### config.mk
export PLATFORM = sky130hd
export DESIGN_NAME = mem_wb_stage
export DESIGN_NICKNAME = d
export VERILOG_FILES = /design/src/rtl/mem_wb_stage.sv
export SDC_FILE = /design/constraint.sdc
export NUM_CORES = 1
export LEC_CHECK = 0
export ABC_AREA = 1
export CORE_UTILIZATION = 39
export DETAILED_ROUTE_END_ITERATION = 12
export GPL_TIMING_DRIVEN = 0
export HOLD_SLACK_MARGIN = 0.1
export PLACE_DENSITY = 0.8
export SLEW_MARGIN = 20
export SYNTH_ARGS = -nofsm -noshare
export SYNTH_HDL_FRONTEND = slang
export SYNTH_SLANG_ARGS = --single-unit
### constraint.sdc
create_clock -name clk -period 2.2 [get_ports clk]
set_clock_uncertainty 0.1 [all_clocks]
set_input_delay 0.22 -clock clk [delete_from_list [all_inputs] [get_ports clk]]
set_output_delay 0.22 -clock clk [all_outputs]
set_load 0.1 [all_outputs]
### src/rtl/mem_wb_stage.sv
// MEM stage: sequences one load/store per instruction over a req/ack memory port, holds the MEM/WB register and drives the RF write port.
// Latency: MEM/WB updates one cycle after the instruction leaves MEM; a memory access stalls from the req cycle through the last no-ack cycle, so at least one cycle.
// Backpressure: memStall holds IF/ID/EX and EX/MEM while an access is outstanding; a timeout abandons the access and releases the stall.
module mem_wb_stage #(
  parameter int MAX_WAIT = 64,
  parameter int CNT_W    = 16
) (
  input  logic             clk,
  input  logic             rst,
  input  logic             valid_EX_MEM,
  input  logic             flush_MEM,
  input  logic [3:0]       regAddr_EX_MEM,
  input  logic             regWe_EX_MEM,
  input  logic             jal_EX_MEM,
  input  logic             memToReg_EX_MEM,
  input  logic             memRe_EX_MEM,
  input  logic             memWe_EX_MEM,
  input  logic [15:0]      aluResult_EX_MEM,
  input  logic [15:0]      pcNext_EX_MEM,
  input  logic [15:0]      storeData,
  output logic             mem_req,
  output logic             mem_we,
  output logic [15:0]      mem_addr,
  output logic [15:0]      mem_wdata,
  input  logic             mem_ack,
  input  logic [15:0]      mem_rdata,
  output logic             memStall,
  output logic [3:0]       regAddr_MEM_WB,
  output logic             regWe_MEM_WB,
  output logic             jal_MEM_WB,
  output logic             memToReg_MEM_WB,
  output logic [15:0]      aluResult_MEM_WB,
  output logic [15:0]      pcNext_MEM_WB,
  output logic [15:0]      memData_MEM_WB,
  output logic             rfWe,
  output logic [3:0]       rfAddr,
  output logic [15:0]      rfData,
  output logic             memErr,
  output logic [CNT_W-1:0] stallCount
);

  localparam int WAIT_W = (MAX_WAIT > 2) ? $clog2(MAX_WAIT) : 1;
  localparam logic [WAIT_W-1:0] WAIT_LAST = WAIT_W'(MAX_WAIT - 1);

  typedef enum logic {
    S_IDLE = 1'b0,
    S_WAIT = 1'b1
  } state_t;

  typedef struct packed {
    logic [3:0]  reg_addr;
    logic        reg_we;
    logic        jal;
    logic        mem_to_reg;
    logic [15:0] alu_result;
    logic [15:0] pc_next;
    logic [15:0] mem_data;
  } wb_t;

  state_t            state_q, state_d;
  logic [WAIT_W-1:0] wait_cnt_q, wait_cnt_d;
  logic              drop_q, drop_d;
  logic              mem_err_q, mem_err_d;
  logic [CNT_W-1:0]  stall_cnt_q, stall_cnt_d;
  wb_t               wb_q, wb_d;

  logic access;
  logic req_raw;
  logic stall_raw;
  wb_t  ex_wb;

  // Sequencer next state, MEM/WB next value and stall/request generation
  always_comb begin
    state_d    = state_q;
    wait_cnt_d = wait_cnt_q;
    drop_d     = drop_q;
    mem_err_d  = mem_err_q;
    wb_d       = '0;
    req_raw    = 1'b0;
    stall_raw  = 1'b0;

    access = valid_EX_MEM & (memRe_EX_MEM | memWe_EX_MEM) & ~flush_MEM;

    // Fields as they would retire now; invalid or flushed slots lose their write enable.
    ex_wb            = '0;
    ex_wb.reg_addr   = regAddr_EX_MEM;
    ex_wb.reg_we     = regWe_EX_MEM & valid_EX_MEM & ~flush_MEM;
    ex_wb.jal        = jal_EX_MEM;
    ex_wb.mem_to_reg = memToReg_EX_MEM;
    ex_wb.alu_result = aluResult_EX_MEM;
    ex_wb.pc_next    = pcNext_EX_MEM;

    case (state_q)
      S_IDLE: begin
        if (access) begin
          // Single-cycle request pulse; the instruction waits in EX/MEM under stall.
          req_raw    = 1'b1;
          stall_raw  = 1'b1;
          state_d    = S_WAIT;
          wait_cnt_d = '0;
          drop_d     = 1'b0;
        end else begin
          wb_d = ex_wb;
        end
      end
      S_WAIT: begin
        // A flush while waiting cannot cancel the memory transaction, only its retirement.
        if (flush_MEM) begin
          drop_d = 1'b1;
        end
        if (mem_ack) begin
          state_d = S_IDLE;
          drop_d  = 1'b0;
          if (!(drop_q | flush_MEM)) begin
            wb_d          = ex_wb;
            wb_d.mem_data = mem_rdata;
          end
        end else if (wait_cnt_q == WAIT_LAST) begin
          // Abandon the access: bubble into MEM/WB and let the pipeline move on.
          state_d   = S_IDLE;
          drop_d    = 1'b0;
          mem_err_d = 1'b1;
        end else begin
          stall_raw  = 1'b1;
          wait_cnt_d = wait_cnt_q + WAIT_W'(1);
        end
      end
      default: begin
        state_d = S_IDLE;
      end
    endcase

    stall_cnt_d = stall_cnt_q;
    if (stall_raw && (stall_cnt_q != '1)) begin
      stall_cnt_d = stall_cnt_q + CNT_W'(1);
    end
  end

  // State, MEM/WB register, sticky error and stall counter
  always_ff @(posedge clk) begin
    if (rst) begin
      state_q     <= S_IDLE;
      wait_cnt_q  <= '0;
      drop_q      <= 1'b0;
      mem_err_q   <= 1'b0;
      stall_cnt_q <= '0;
      wb_q        <= '0;
    end else begin
      state_q     <= state_d;
      wait_cnt_q  <= wait_cnt_d;
      drop_q      <= drop_d;
      mem_err_q   <= mem_err_d;
      stall_cnt_q <= stall_cnt_d;
      wb_q        <= wb_d;
    end
  end

  // Request and stall are quiet while reset is held.
  assign mem_req   = req_raw & ~rst;
  assign memStall  = stall_raw & ~rst;
  assign mem_we    = mem_req & memWe_EX_MEM;
  assign mem_addr  = aluResult_EX_MEM;
  assign mem_wdata = storeData;

  assign regAddr_MEM_WB   = wb_q.reg_addr;
  assign regWe_MEM_WB     = wb_q.reg_we;
  assign jal_MEM_WB       = wb_q.jal;
  assign memToReg_MEM_WB  = wb_q.mem_to_reg;
  assign aluResult_MEM_WB = wb_q.alu_result;
  assign pcNext_MEM_WB    = wb_q.pc_next;
  assign memData_MEM_WB   = wb_q.mem_data;

  assign memErr     = mem_err_q;
  assign stallCount = stall_cnt_q;

  // Register-file write port; R0 is hardwired and never written
  always_comb begin
    rfAddr = wb_q.reg_addr;
    rfWe   = wb_q.reg_we & (wb_q.reg_addr != 4'd0);
    if (wb_q.jal) begin
      rfData = wb_q.pc_next;
    end else if (wb_q.mem_to_reg) begin
      rfData = wb_q.mem_data;
    end else begin
      rfData = wb_q.alu_result;
    end
  end

endmodule

==> run summary <==
total number of H-tree levels -> 3
Routed WL per cell -> 14.6 um
DRT Pass-1 Iters -> 4
Area growth, synth to finish -> 66.2%
reg2reg end -> stallCount[6]
DRC Markers -> 0
largest net degree at the start of global routing -> 14
final slew viol count -> 0
vias -> 3917
Mapped Area -> 3690 sq um
r2r worst-path depth -> 10
Metal-1 WL -> 4.79 mm
Die Y -> 99.2 um
WP data arrival -> 1860 ps
maximum clock path buffer count -> 2
ranking of synthesized cells by area -> dfxtp_1 (43%), nor2_1 (9.4%), nand2_1 (8.0%)
DRT Wirelength -> 12.0 mm
outcome -> finished clean
critical path class -> flip-flop to primary output
clock sink count -> 80
routability cong. -> 0.858
total die area -> 9840 sq um
met2 routed WL -> 6.14 mm
share of layout cells above drive strength 1 -> 20.1%
critical path's slowest cell -> clkdlybuf4s50_1
Mapped Cells -> 506
final hold vios -> 0
sequential cell area fraction in the yosys report -> 43.4%
RSZ-0062 raised after global routing -> yes
initial antenna violation count -> 0
reg2reg setup slack -> 440 ps
Resized Gates After CTS -> 171
final worst setup slack -> 22.1 ps
Critical Path Stages -> 1
CP peak stage delay -> 1150 ps
worst path cell trace -> clkdlybuf4s50_1
syn_nets -> 586
highest routed metal layer -> met4
Port Buffer Count -> 189
worst-margin pin slew -> 1050 ps
Rows -> 35
Final setup viols -> 0
commonest non-fill, non-tap cell in the layout -> clkdlybuf4s50_1
hold wc startpoint -> mem_rdata[5]
Setup Fix Bufs, Post-CTS -> 0
ANT cells -> 0
hold crit path type -> primary input to flip-flop
GRT overflow -> 0
Final ANT Viol Nets -> 0
max_slew headroom -> 30.5%
Max-Cap Viols -> 0
CTS tree -> yes
cts bufs inserted -> 9
post-DP HPWL -> 9.17 mm
CP delay by family, top -> buffers and inverters
most frequent cells in the layout -> clkdlybuf4s50_1 (96), nor2_1 (91), nand2_1 (79), dfxtp_1 (76), inv_1 (75)
Tcrit/Tclk final -> 99.0%
CP startpoint -> pcNext_MEM_WB[11]
clk_lat worst skew -> 360 ps
Synth Warn # -> 0
R2R Path Start -> stallCount[0]
hold buffer count at CTS -> 0
TNS Setup -> 0 ps
Fmax achieved -> 459 MHz
share of the synthesized area in the top cell type -> 43.4%
Root Buffer -> clkbuf_8
crit path capture -> pcNext_MEM_WB[11]
Pleak -> 3.19 nW
vias per std cell -> 4.77
Yosys cell types -> 34
peak supply drop -> 0.300 mV
Worst Path Required -> 1880 ps
Seq cells post-synth -> 80
Initial DRC Count -> 86
utilization after layout -> 66.6%
critical path fanouts, max -> 2
pre-CTS setup slack -> -932 ps
Syn Area/Cell -> 7.28 sq um
pwr dens -> 694 nW/um^2
worst path buffer plus inverter count -> 1
fin nets -> 786
first-pass GRT wire length -> 18.2 mm
CORE AREA -> 9200 sq um
critical path endpoint category -> primary output
dominant cell type by area after synthesis -> dfxtp_1
Starting Density -> 40.1%
Detail Route met3 WL -> 801 um
Die X -> 99.2 um
vias in the first global route -> 3759
I/O Pins -> 206
Reg clk slew, reported paths -> 90 ps
crit start category -> flip-flop
post-route minimum period -> 2180 ps
all-layer global routing usage -> 23.8%
==> kinds of logic after synthesis <==
kind of cell / Yosys count / share of synthesized area (%)
XOR/XNOR: 5 / 1.19
buffers and inverters: 133 / 18.4
AND/OR/NAND/NOR: 219 / 25.9
adder cells (fa/ha/maj): 2 / 0.679
flip-flops: 80 / 43.4
AO/OA/AOI/OAI: 67 / 10.4
==> stage by stage <==
step,cell area [sq um],instances,total power (W),hold slack [ps]
after floorplan,3880,506,0.00269,232
after global placement,5910,806,0.00309,354
after detailed placement,5910,806,0.00310,353
after CTS,6050,822,0.00426,262
after global routing,6130,822,0.00436,279
final,6130,822,0.00425,273
==> layer usage <==
metal | vias to the layer above | GRT usage [%]
met5 | - | 0
met3 | 21 | 4.71
met1 | 1828 | 26.1
met4 | 0 | 10.6
li1 | 1914 | -
met2 | 154 | 44.3
==> flip-flops by register name (all words and copies together), names as in the netlist, 4 cells and up <==
register,cells
regAddr_MEM_WB,4
pcNext_MEM_WB,16
memData_MEM_WB,16
aluResult_MEM_WB,16
stallCount,16
wait_cnt_q,6
==> cell usage after synthesis <==
cell type	instances
inv_4	1
nand4_1	9
o21bai_2	1
clkbuf_1	8
nand3_2	1
o21ai_0	7
nand2_8	1
nand2_2	5
xor2_1	1
buf_6	2
inv_1	78
nor2_1	92
buf_2	3
a21oi_1	47
buf_12	1
buf_4	37
nor3_1	4
o21a_1	1
clkinv_2	1
nand3_1	13
nand2_1	79
o21bai_1	1
o41a_1	1
xnor2_1	4
nor3b_1	1
nor4_2	1
a21oi_2	8
inv_2	2
nand2_4	2
o21ai_1	1
ha_1	2
nor2_2	10
or2_1	1
dfxtp_1	80
==> worst min path at each step <==
stage                                      to  slack (ps)  cells after the start
after floorplan           aluResult_MEM_WB[0]         230                      2
after global placement                 memErr         350                      1
after detailed placement               memErr         350                      1
after CTS                    pcNext_MEM_WB[7]         260                      3
after global routing        memData_MEM_WB[5]         280                      3
final                       memData_MEM_WB[5]         270                      3
==> area by class of cell <==
| class | count | area, sq um |
|---|---|---|
| sequential | 80 | 1610 |
| multi-input combinational | 293 | 1600 |
| buffer | 51 | 379 |
| inverter | 82 | 315 |
| timing repair buffer | 189 | 1870 |
| clock inverter | 5 | 81.3 |
| tap | 111 | 139 |
| fill | 772 | 3070 |
| clock buffer | 11 | 131 |
==> where the power goes <==
part           total, W  switching [W]  internal, W  leakage (nW)
Sequential      0.00153      0.0000339      0.00150         0.655
Clock           0.00120       0.000562     0.000641         0.104
Combinational   0.00152        0.00113     0.000389          2.43
Total           0.00425        0.00172      0.00253          3.19
(Power assumes the default switching activity.)
